===== src/rtl/rvtest_monitor_if.sv =====
// Signal bundle between the core under test and the end-of-test monitor.
// The core side drives the observed state; the monitor side returns the verdict.
interface rvtest_monitor_if #(
  parameter int CNT_W = 16
);
  logic [31:0]      if_pc;
  logic             if_valid;
  logic [31:0]      gp;
  logic             st_en;
  logic [31:0]      st_addr;
  logic [31:0]      st_data;
  logic             done;
  logic             pass;
  logic             timeout;
  logic [30:0]      fail_num;
  logic [CNT_W-1:0] cycles;

  modport master (
    output if_pc, if_valid, gp, st_en, st_addr, st_data,
    input  done, pass, timeout, fail_num, cycles
  );

  modport slave (
    input  if_pc, if_valid, gp, st_en, st_addr, st_data,
    output done, pass, timeout, fail_num, cycles
  );
endinterface


===== src/rtl/rvtest_monitor.sv =====
// End-of-test monitor for riscv-tests: watches the terminal-loop fetch, the tohost
// mailbox and a cycle budget, then latches a sticky pass/fail/timeout verdict.
module rvtest_monitor #(
  parameter logic [31:0] END_PC      = 32'h0000_0044,
  parameter logic [31:0] TOHOST_ADDR = 32'h0000_1000,
  parameter int          MAX_CYCLES  = 6000,
  parameter int          CNT_W       = 16
) (
  input  logic             clk,
  input  logic             rst,
  rvtest_monitor_if.slave  mon
);

  generate
    if (MAX_CYCLES <= 0 || longint'(MAX_CYCLES) >= (64'd1 << CNT_W)) begin : g_bad_param
      $error("rvtest_monitor: MAX_CYCLES must be in 1 .. 2**CNT_W-1");
    end
  endgenerate

  localparam logic [CNT_W-1:0] CNT_MAX    = CNT_W'(MAX_CYCLES);
  localparam logic [CNT_W-1:0] CNT_LAST   = CNT_W'(MAX_CYCLES - 1);

  typedef enum logic [1:0] {
    S_RUN,
    S_PASS,
    S_FAIL,
    S_TIMEOUT
  } state_t;

  state_t           r_state;
  state_t           w_next;
  logic [CNT_W-1:0] r_cnt;
  logic [30:0]      r_fail_num;
  logic [30:0]      w_fail_val;
  logic             w_tohost_hit;
  logic             w_pc_hit;

  // A wrong-path fetch of END_PC is flushed with if_valid low and must not end the test.
  assign w_tohost_hit = mon.st_en && (mon.st_addr == TOHOST_ADDR) && mon.st_data[0];
  assign w_pc_hit     = mon.if_valid && (mon.if_pc == END_PC);

  // NOTE: sequential state uses non-blocking assignments so every register samples
  // the pre-edge values of its peers, independent of process ordering.
  always_ff @(posedge clk) begin
    if (rst) begin
      r_state    <= S_RUN;
      r_cnt      <= '0;
      r_fail_num <= '0;
    end else begin
      r_state <= w_next;
      if (r_state == S_RUN && r_cnt != CNT_MAX) begin
        r_cnt <= r_cnt + 1'b1;
      end
      if (r_state == S_RUN && w_next == S_FAIL) begin
        r_fail_num <= w_fail_val;
      end
    end
  end

  // NOTE: every output of a combinational block gets a default first, so no path
  // leaves a signal unassigned and no latch is inferred.
  always_comb begin
    w_next     = r_state;
    w_fail_val = '0;
    if (r_state == S_RUN) begin
      // Tohost outranks the terminal-loop fetch, which outranks the cycle budget.
      if (w_tohost_hit) begin
        w_next     = (mon.st_data == 32'd1) ? S_PASS : S_FAIL;
        w_fail_val = mon.st_data[31:1];
      end else if (w_pc_hit) begin
        w_next     = (mon.gp == 32'd1) ? S_PASS : S_FAIL;
        w_fail_val = mon.gp[31:1];
      end else if (r_cnt == CNT_LAST) begin
        w_next = S_TIMEOUT;
      end
    end
  end

  always_comb begin
    mon.done     = (r_state != S_RUN);
    mon.pass     = (r_state == S_PASS);
    mon.timeout  = (r_state == S_TIMEOUT);
    mon.fail_num = r_fail_num;
    mon.cycles   = r_cnt;
  end

endmodule

===== src/flat_wrapper.sv =====
// flat-port wrapper written by rule: the top's interface ports become plain ports
module rvtest_monitor_flat 
#(
  parameter logic [31:0] END_PC      = 32'h0000_0044,
  parameter logic [31:0] TOHOST_ADDR = 32'h0000_1000,
  parameter int          MAX_CYCLES  = 6000,
  parameter int          CNT_W       = 16
)
  (clk, rst, mon_if_pc, mon_if_valid, mon_gp, mon_st_en, mon_st_addr, mon_st_data, mon_done, mon_pass, mon_timeout, mon_fail_num, mon_cycles);
  rvtest_monitor_if #(.CNT_W(CNT_W)) mon_i ();
  input  logic clk;
  input  logic rst;
  input wire logic [$bits(mon_i.if_pc)-1:0] mon_if_pc;
  input wire logic [$bits(mon_i.if_valid)-1:0] mon_if_valid;
  input wire logic [$bits(mon_i.gp)-1:0] mon_gp;
  input wire logic [$bits(mon_i.st_en)-1:0] mon_st_en;
  input wire logic [$bits(mon_i.st_addr)-1:0] mon_st_addr;
  input wire logic [$bits(mon_i.st_data)-1:0] mon_st_data;
  output wire logic [$bits(mon_i.done)-1:0] mon_done;
  output wire logic [$bits(mon_i.pass)-1:0] mon_pass;
  output wire logic [$bits(mon_i.timeout)-1:0] mon_timeout;
  output wire logic [$bits(mon_i.fail_num)-1:0] mon_fail_num;
  output wire logic [$bits(mon_i.cycles)-1:0] mon_cycles;
  assign mon_i.if_pc = mon_if_pc;
  assign mon_i.if_valid = mon_if_valid;
  assign mon_i.gp = mon_gp;
  assign mon_i.st_en = mon_st_en;
  assign mon_i.st_addr = mon_st_addr;
  assign mon_i.st_data = mon_st_data;
  assign mon_done = mon_i.done;
  assign mon_pass = mon_i.pass;
  assign mon_timeout = mon_i.timeout;
  assign mon_fail_num = mon_i.fail_num;
  assign mon_cycles = mon_i.cycles;
  rvtest_monitor #(.END_PC(END_PC), .TOHOST_ADDR(TOHOST_ADDR), .MAX_CYCLES(MAX_CYCLES), .CNT_W(CNT_W)) u_core (.clk(clk), .rst(rst), .mon(mon_i));
endmodule

===== config.mk =====
export PLATFORM = sky130hd
export DESIGN_NAME = rvtest_monitor_flat
export DESIGN_NICKNAME = d
export VERILOG_FILES = /design/src/rtl/rvtest_monitor_if.sv /design/src/rtl/rvtest_monitor.sv /design/src/flat_wrapper.sv
export SDC_FILE = /design/constraint.sdc
export NUM_CORES = 1
export LEC_CHECK = 0
export CAP_MARGIN = 5
export CORE_UTILIZATION = 41
export DETAILED_ROUTE_END_ITERATION = 10
export GPL_ROUTABILITY_DRIVEN = 1
export PLACE_DENSITY_LB_ADDON = 0.2
export REMOVE_ABC_BUFFERS = 1
export SYNTH_ARGS = -nofsm -noshare
export SYNTH_HDL_FRONTEND = slang
export SYNTH_SLANG_ARGS = --single-unit

===== constraint.sdc =====
create_clock -name clk -period 6.4 [get_ports clk]
set_clock_uncertainty 0.2 [all_clocks]
set_input_delay 0.96 -clock clk [delete_from_list [all_inputs] [get_ports clk]]
set_output_delay 0.96 -clock clk [all_outputs]
set_load 0.01 [all_outputs]

==> impl_metrics.ini, run 1 <==
[setup_path]
worstReg2RegEnd = u_core.mon.cycles[10]
cp.depth = 8
cp_data_required_time_ns = 6.39
slowest_delay_ns = 0.92
critPathSlowestCell = nor3_4
critPathCaptureType = flip-flop
startpoint_type = primary input
reg2regPathDepth = 7
rr_startpoint = u_core.mon.cycles[0]
path_cells = clkdlybuf4s50_1 -> nor4_1 -> nand4_1 -> nor3_4 -> nor2_1 -> a21oi_4 -> buf_4 -> mux2_1
crit_start = mon_st_addr[2]
path_delay_family = simple AND/OR/NAND/NOR gates
crit_type = primary input to flip-flop
worstPathMaxFanout = 33
cp.arrival_ns = 4.25
reg2reg_slack_ns = 3.96
path_buf_inv = 2

[placed_design]
dp_hpwl_um = 7235
place_congestion = 0.8152
dp_cells = 624
numPortBuffers = 181

[global_routing]
top_usage_layer = met2
gr-usage-met3_pct = 4.291
track_usage_pct = 23.51
gr-total-overflow = 0
grt_pass1_wl_um = 14560
grt_util_met2_pct = 42.45
globalRouteMet1Util_pct = 28.16
grt_max_degree = 81
first_global_vias = 3170
antenna_found_initial = 0

[floorplan]
start_util_pct = 42.54
core-area_um2 = 7253
pin_count = 182
die_x_um = 88.75
fp.dieArea_um2 = 7877
die-height_um = 88.75
rows = 31

[power_and_ir_drop]
seqPwrFrac_pct = 51.1
p_sw_uw = 141.1
power_uw = 604.3
clkPwrFrac_pct = 30.5
p_int_uw = 463.2
switching_share_pct = 23.35
peakVddDrop_mv = 0.1427
combPwrFrac_pct = 18.5
leakage_nw = 1.773
powerDensity_nw_per_um2 = 120.4

[run_status]
status = completed

[cells_and_area]
drive_gt1_share_pct = 9.756
fin_nets = 666
stdcell_count = 632
seq_area_um2 = 980.9
multiInputGateArea_um2 = 1988
n_antenna_cell = 0
areaGrowthSynthToFinish_pct = 62.61
fillers = 593

[logic_synthesis]
ys_ff_latch = 49
yosysMostFrequentCell = dfxtp_1
yosysTopAreaCell = dfxtp_1
synth_cell_types = 35
syn_area_per_cell_um2 = 8.362
synth_common_cells = dfxtp_1, nand2_1, nand4_1
ys_dominant_reg_cell = dfxtp_1
netlist_top_cells_area = dfxtp_1, mux2_4, nand4_1, nor2b_1, a21oi_1
ys_seq_area_share_pct = 31.79
syn-cell-area_um2 = 3085
synth_edf_count = 0
async_reset_ff_share_pct = 0
yosysWarningCount = 0
synth.top_cell.area_share_pct = 31.79
postSynthCellCount = 369

[sta]
slew_headroom_pct = 17.38
final.setup.tns_ns = 0
max_freq_mhz = 234.4
final.min_clock_period_ns = 4.266
final_max_slew_viol_count = 0
tightestPinTransition_ns = 1.238
setup_viol = 0
post-route-period-util_pct = 66.65
hold_viol_final = 0
grt_setup_unrepaired = false

[route]
vias = 3424
drt_iter0_markers = 186
ant_nets = 0
wl_per_cell_um = 15.00
firstDrtPassIters = 5
avgViaCountPerCell = 5.418
drt_wl_total_um = 9482
drc = 0

[worst_hold_path]
min_path_cells = 2
hp-class = flip-flop to flip-flop
hp-start = u_core.r_state[1]
whs_endpoint = u_core.r_state[1]

[cts]
cts_resized = 0
cts_setup_buffers = 0
root_buffer = clkbuf_8
hold_buffers = 0
h-tree-depth = 2
cts_tree = done
cts_made_buffers = 5
clockBufferDepth = 2
cts.sinks = 49
insertion_delay_ns = 0.30
clkTransAtPathRegs_ns = 0.10

[flow_run]
cap_viol_max_count = 0
==> worst max-delay path by stage <==
| stage | to |
|---|---|
| final | u_core.mon.fail_num[0] |
| after global routing | u_core.mon.fail_num[0] |
| after CTS | u_core.mon.fail_num[0] |
| after detailed placement | u_core.mon.fail_num[0] |
| after global placement | u_core.mon.fail_num[0] |
| after floorplan | u_core.mon.fail_num[0] |
==> power by group through the flow <==
stage | Combinational, mW | Clock (mW) | Sequential (mW)
floorplan | 0.0103 | 0 | 0.316
global placement | 0.110 | 0 | 0.316
detailed placement | 0.111 | 0 | 0.316
CTS | 0.112 | 0.190 | 0.309
global route | 0.119 | 0.202 | 0.309
finish | 0.112 | 0.184 | 0.309
==> cell usage in the layout (no fill, tap or decap), types with 2 or more instances in the layout <==
cell | synthesis | routed
clkdlybuf4s50_1 | 0 | 180
dfxtp_1 | 49 | 49
nand2_1 | 46 | 46
nand4_1 | 41 | 41
a21oi_1 | 39 | 39
nor2b_1 | 32 | 32
mux2_4 | 30 | 30
nor4_1 | 24 | 24
nor2_1 | 19 | 17
xor2_1 | 9 | 9
o21ai_0 | 7 | 7
or3_1 | 6 | 6
and3_1 | 5 | 5
nor4b_1 | 5 | 5
clkbuf_8 | 0 | 5
inv_1 | 3 | 3
nand3_1 | 3 | 3
and2_1 | 2 | 2
nor3_1 | 2 | 2
nor4b_2 | 2 | 2
nor2_2 | 0 | 2
ha_1 | 2 | 2
clkinv_4 | 0 | 2
buf_4 | 0 | 2
==> metal layers <==
metal / up-vias / wire length [µm]
met5: - / 0
met3: 18 / 743
met2: 171 / 4736
li1: 1672 / -
met1: 1563 / 3803
met4: 0 / 197
==> flip-flops by register name (all words and copies together) (netlist names) <==
register	flops
u_core.r_state	2
u_core.mon.fail_num	31
u_core.mon.cycles	16
==> layout make-up <==
cell class	instances	share of cell area, %
multi-input cells	290	39.63
well taps	99	2.469
flip-flops and latches	49	19.55
clock inverters	3	0.4489
inverters	3	0.2244
repair buffers	183	36.31
clock buffers	5	1.372
==> stage by stage <==
stage / hold slack [ns] / util, % / setup WS, ns / instance area [µm²]
floorplan: 0.2563 / - / 1.822 / 2962
global placement: 0.2870 / 67.91 / 1.945 / 4926
detailed placement: 0.2914 / 67.91 / 1.835 / 4926
CTS: 0.3037 / 69.17 / 2.152 / 5017
global route: 0.3448 / 69.17 / 1.914 / 5017
finish: 0.3007 / 69.17 / 2.134 / 5017
==> worst reg2reg max path, stage by stage (launching register included) <==
cell	delay (ns)
dfxtp_1	0.45
inv_1	0.07
ha_1	0.20
and3_1	0.17
a21oi_2	0.29
nand4_1	0.39
or3_1	0.44
a21oi_1	0.16
==> cells by family after synthesis <==
logic type                 synth area share, %
and+or+nand+nor                          36.01
AOI/OAI and AO/OA                        9.205
DFF                                      31.79
muxes                                    14.96
buffers and inverters                    4.380
xor gates and xnor gates                 2.839
adders and majority gates               0.8109
Power figures use the tool's default switching activity.
==> run 2: changes to the inputs <==
--- a/config.mk
+++ b/config.mk
@@ -6,7 +6,7 @@
 export NUM_CORES = 1
 export LEC_CHECK = 0
 export CAP_MARGIN = 5
-export CORE_UTILIZATION = 41
+export CORE_UTILIZATION = 38
 export DETAILED_ROUTE_END_ITERATION = 10
 export GPL_ROUTABILITY_DRIVEN = 1
 export PLACE_DENSITY_LB_ADDON = 0.2
==> constraint.sdc (replaced) <==
create_clock -name clk -period 4.2 [get_ports clk]
set_clock_uncertainty 0.2 [all_clocks]
set_input_delay 0.63 -clock clk [delete_from_list [all_inputs] [get_ports clk]]
set_output_delay 0.63 -clock clk [all_outputs]
set_load 0.01 [all_outputs]
==> run 2 against run 1 <==
Effect of this change: power increased by 65%; count of clock-buffer cells in the layout increased by 1; non-clock buffer count up 4.
==> impl_metrics.ini, run 2 (synthesized netlist as in run 1, its figures left out) <==
[route]
avgViaCountPerCell = 5.330
drc = 0
drt_iter0_markers = 132
ant_nets = 0
drt_wl_total_um = 9887
firstDrtPassIters = 4
vias = 3406
wl_per_cell_um = 15.47

[floorplan]
rows = 32
fp.dieArea_um2 = 8484
start_util_pct = 39.52
die_x_um = 92.11
core-area_um2 = 7807
pin_count = 182
die-height_um = 92.11

[cts]
clkTransAtPathRegs_ns = 0.09
hold_buffers = 0
h-tree-depth = 2
cts_setup_buffers = 0
cts_tree = done
cts.sinks = 49
cts_resized = 0
insertion_delay_ns = 0.30
clockBufferDepth = 2
root_buffer = clkbuf_8
cts_made_buffers = 5

[cells_and_area]
fin_nets = 670
areaGrowthSynthToFinish_pct = 65.04
largest_register_ffs = 31
stdcell_count = 639
n_antenna_cell = 0
most-common-layout-cells = clkdlybuf4s50_1, dfxtp_1, nand2_1, nand4_1, a21oi_1
final_common_cell = clkdlybuf4s50_1
finalInstanceArea_um2 = 5092
drive_gt1_share_pct = 10.43

[sta]
slew_headroom_pct = 39.73
final.min_clock_period_ns = 3.097
final_max_slew_viol_count = 0
layout_setup_ws_ns = 1.103
tightestPinTransition_ns = 0.9041
hold_viol_final = 0
grt_setup_unrepaired = false
max_freq_mhz = 322.8
post-route-period-util_pct = 73.75
setup_viol = 0

[setup_path]
startpoint_type = primary input
worstPathMaxFanout = 28
cp.arrival_ns = 3.09
critPathCaptureType = flip-flop
crit_type = primary input to flip-flop
cp_data_required_time_ns = 4.19

[placed_design]
place_congestion = 0.8671
numPortBuffers = 181
pre_cts_ws_ns = 0.7516
dp_hpwl_um = 7736
place_area_um2 = 4972
dp_cells = 631

[power_and_ir_drop]
peakVddDrop_mv = 0.1486
powerDensity_nw_per_um2 = 196.1
leakage_nw = 1.810

[global_routing]
gr-total-overflow = 0
antenna_found_initial = 0
first_global_vias = 3374
track_usage_pct = 23.61
grt_max_degree = 54
grt_pass1_wl_um = 16130

[run_status]
status = completed

[flow_run]
cap_viol_max_count = 0

[worst_hold_path]
hp-class = flip-flop to flip-flop
[run 2: changes by cell type in the layout (fill, tap and decap cells not counted), sizes merged]
cell,change
buf,+4
bufinv,+1
clkbuf,+1
clkinv,-3
clkinvlp,+1
[run 2: critical path, stage by stage]
cell	delay, ns
clkdlybuf4s50_1	0.39
or4b_1	0.58
nor4_1	0.57
and2b_1	0.26
a21oi_4	0.10
buf_12	0.20
mux2_1	0.33
[run 2: final cells by class]
cell class	count	area, µm²
well taps	102	127.6
flip-flops and latches	49	980.9
repair buffers	187	1864
multi-input cells	290	1988
clock buffers	6	82.58
clock inverters	2	37.54
inverters	3	11.26
fillers	687	2715
[run 2: final timing paths]
check	slack [ns]	to	depth (start not counted)	from
worst max-delay path	1.10	u_core.mon.fail_num[0]	7	mon_if_pc[11]
worst min-delay path	0.30	u_core.r_state[1]	2	u_core.r_state[1]
worst max register to register	1.72	u_core.mon.cycles[14]	7	u_core.mon.cycles[0]
worst min register to register	0.30	u_core.r_state[1]	2	u_core.r_state[1]
[run 2: stage by stage]
stage	setup TNS, ns	utilization [%]	power, mW	hold slack, ns
after floorplan	-0.4187	-	0.4979	0.2563
after global placement	0	63.69	0.6494	0.2945
after detailed placement	0	63.69	0.6520	0.2861
after CTS	0	65.22	1.008	0.3013
after global routing	0	65.22	1.037	0.3631
final	0	65.22	0.9986	0.2992
[run 2: power breakdown]
group / internal [mW] / switching (mW)
registers: 0.467 / 0.00381
logic: 0.121 / 0.0496
clock network: 0.194 / 0.164
[run 2: per-layer routing]
layer / global-route usage (%) / part of all wire (%) / up-vias
met5: 0 / 0 / -
met4: 7.292 / 2.2 / 0
met3: 4.395 / 6.5 / 15
met2: 43.28 / 51 / 147
met1: 27.53 / 40 / 1566
li1: - / - / 1678
==> run 3: changes to the inputs <==
--- a/config.mk
+++ b/config.mk
@@ -6,7 +6,7 @@
 export NUM_CORES = 1
 export LEC_CHECK = 0
 export CAP_MARGIN = 5
-export CORE_UTILIZATION = 38
+export CORE_UTILIZATION = 35
 export DETAILED_ROUTE_END_ITERATION = 10
 export GPL_ROUTABILITY_DRIVEN = 1
 export PLACE_DENSITY_LB_ADDON = 0.2
==> constraint.sdc (replaced) <==
create_clock -name clk -period 2.76 [get_ports clk]
set_clock_uncertainty 0.2 [all_clocks]
set_input_delay 0.414 -clock clk [delete_from_list [all_inputs] [get_ports clk]]
set_output_delay 0.414 -clock clk [all_outputs]
set_load 0.01 [all_outputs]
==> run 3 against run 2 <==
Effect of this change: cell count up 4.1%; clock power increased by 17%; wire length rose by 8.5%; die area increased by 8.4%; highest routed layer unchanged; largest power group unchanged; sequential power grew 52%; first-iteration DRC count shrank 27%; utilization is 1.1 points lower; non-clock buffer count increased by 24; global-route usage shrank 0.14 points.
==> impl_metrics.ini, run 3 (synthesized netlist as in run 1, its figures left out) <==
[sta]
grt_setup_unrepaired = true
max_freq_mhz = 369.6
layout_setup_ws_ns = 0.05451
final.min_clock_period_ns = 2.705
tightestPinTransition_ns = 0.6852
final_max_slew_viol_count = 0
hold_viol_final = 0
slew_headroom_pct = 54.23
post-route-period-util_pct = 98.03
setup_viol = 0

[floorplan]
rows = 33
fp.dieArea_um2 = 9195
die_x_um = 95.89
start_util_pct = 36.81
die-height_um = 95.89
pin_count = 182
core-area_um2 = 8382

[placed_design]
numPortBuffers = 181
pre_cts_ws_ns = -0.2263
place_congestion = 0.8155
dp_cells = 655
dp_hpwl_um = 8260

[route]
drt_iter0_markers = 97
avgViaCountPerCell = 5.226
wl_per_cell_um = 16.13
drt_wl_total_um = 10730
ant_nets = 0
firstDrtPassIters = 4
drc = 0
vias = 3475

[setup_path]
crit_top_cell = buf_4
crit_type = primary input to flip-flop
slowest_delay_ns = 0.57
worstPathMaxFanout = 6
startpoint_type = primary input
reg2regPathDepth = 7
critPathCaptureType = flip-flop
cp.arrival_ns = 2.69
critPathSlowestCell = or4b_1
cp_data_required_time_ns = 2.74
path_cells = clkdlybuf4s50_1 -> or4b_1 -> nor4_2 -> buf_4 -> and2b_1 -> a21oi_4 -> buf_12 -> buf_4 -> mux2_1

[cts]
insertion_delay_ns = 0.29
cts_made_buffers = 5
hold_buffers = 0
clkTransAtPathRegs_ns = 0.08
h-tree-depth = 2
root_buffer = clkbuf_8
clockBufferDepth = 2
cts.sinks = 49
cts_tree = done

[cells_and_area]
fillers = 744
largest_register_ffs = 31
stdcell_count = 665
areaGrowthSynthToFinish_pct = 74.13
fin_nets = 694
most-common-layout-cells = clkdlybuf4s50_1, dfxtp_1, nand2_1, nand4_1, a21oi_1
n_antenna_cell = 0
post-route-util_pct = 64.10
multiInputGateArea_um2 = 2047
final_common_cell = clkdlybuf4s50_1
drive_gt1_share_pct = 15.71
seq_area_um2 = 980.9

[power_and_ir_drop]
leakage_nw = 1.941
powerDensity_nw_per_um2 = 263.8
peakVddDrop_mv = 0.1714
power_mw = 1.417

[global_routing]
gr-usage-met3_pct = 6.161
antenna_found_initial = 0
top_usage_layer = met2
grt_max_degree = 37
grt_util_met2_pct = 44.82
gr-total-overflow = 0
first_global_vias = 3523
grt_pass1_wl_um = 16460
globalRouteMet1Util_pct = 25.17
track_usage_pct = 23.47

[run_status]
status = completed

[flow_run]
cap_viol_max_count = 0

[worst_hold_path]
hp-class = flip-flop to flip-flop
min_path_cells = 2
## run 3: worst max-delay path: cells and delay by family
family                 cells  cell delay, ns
muxes                      1            0.31
and+or+nand+nor            3            1.02
AOI/OAI and AO/OA          1            0.08
buffers and inverters      4            0.85
## run 3: through the flow
step / hold WS, ns / cell area (µm²) / setup TNS [ns]
2_1_floorplan: 0.2563 / 2962 / -38.36
3_3_place_gp: 0.2797 / 5171 / -6.705
3_5_place_dp: 0.3005 / 5171 / -6.496
4_1_cts: 0.3133 / 5258 / 0
5_1_grt: 0.3461 / 5373 / -0.3596
6_report: 0.3149 / 5373 / 0
## run 3: timing repair
item / CTS / global route
resized for setup: 0 / 10
setup endpoints to repair: 0 / 31
buffers inserted: 0 / 1
## run 3: layer usage
metal  up-vias  part of all wire (%)
met2       151                    52
met3        13                   7.6
met5         -                     0
li1       1722                     -
met4         0                   1.4
met1      1589                    39
## run 3: final timing paths
check / slack, ns / end / from
worst max register to register: 0.34 / u_core.mon.cycles[14] / u_core.mon.cycles[0]
worst max-delay path: 0.05 / u_core.mon.fail_num[0] / mon_if_pc[11]
worst min register to register: 0.31 / u_core.r_state[1] / u_core.r_state[1]
worst min-delay path: 0.31 / u_core.r_state[1] / u_core.r_state[1]
## run 3: power breakdown
group / switching, mW / internal (mW) / total (mW)
sequential: 0.00671 / 0.710 / 0.717
clock: 0.220 / 0.199 / 0.419
combinational: 0.0852 / 0.196 / 0.281
total: 0.312 / 1.11 / 1.42
## run 3: final cells by class
cell class              instances  share of cell area [%]
well taps                     105                   2.445
repair buffers                211                   39.38
clock buffers                   7                   1.607
multi-input cells             290                   38.10
flip-flops and latches         49                   18.26
inverters                       3                  0.2096
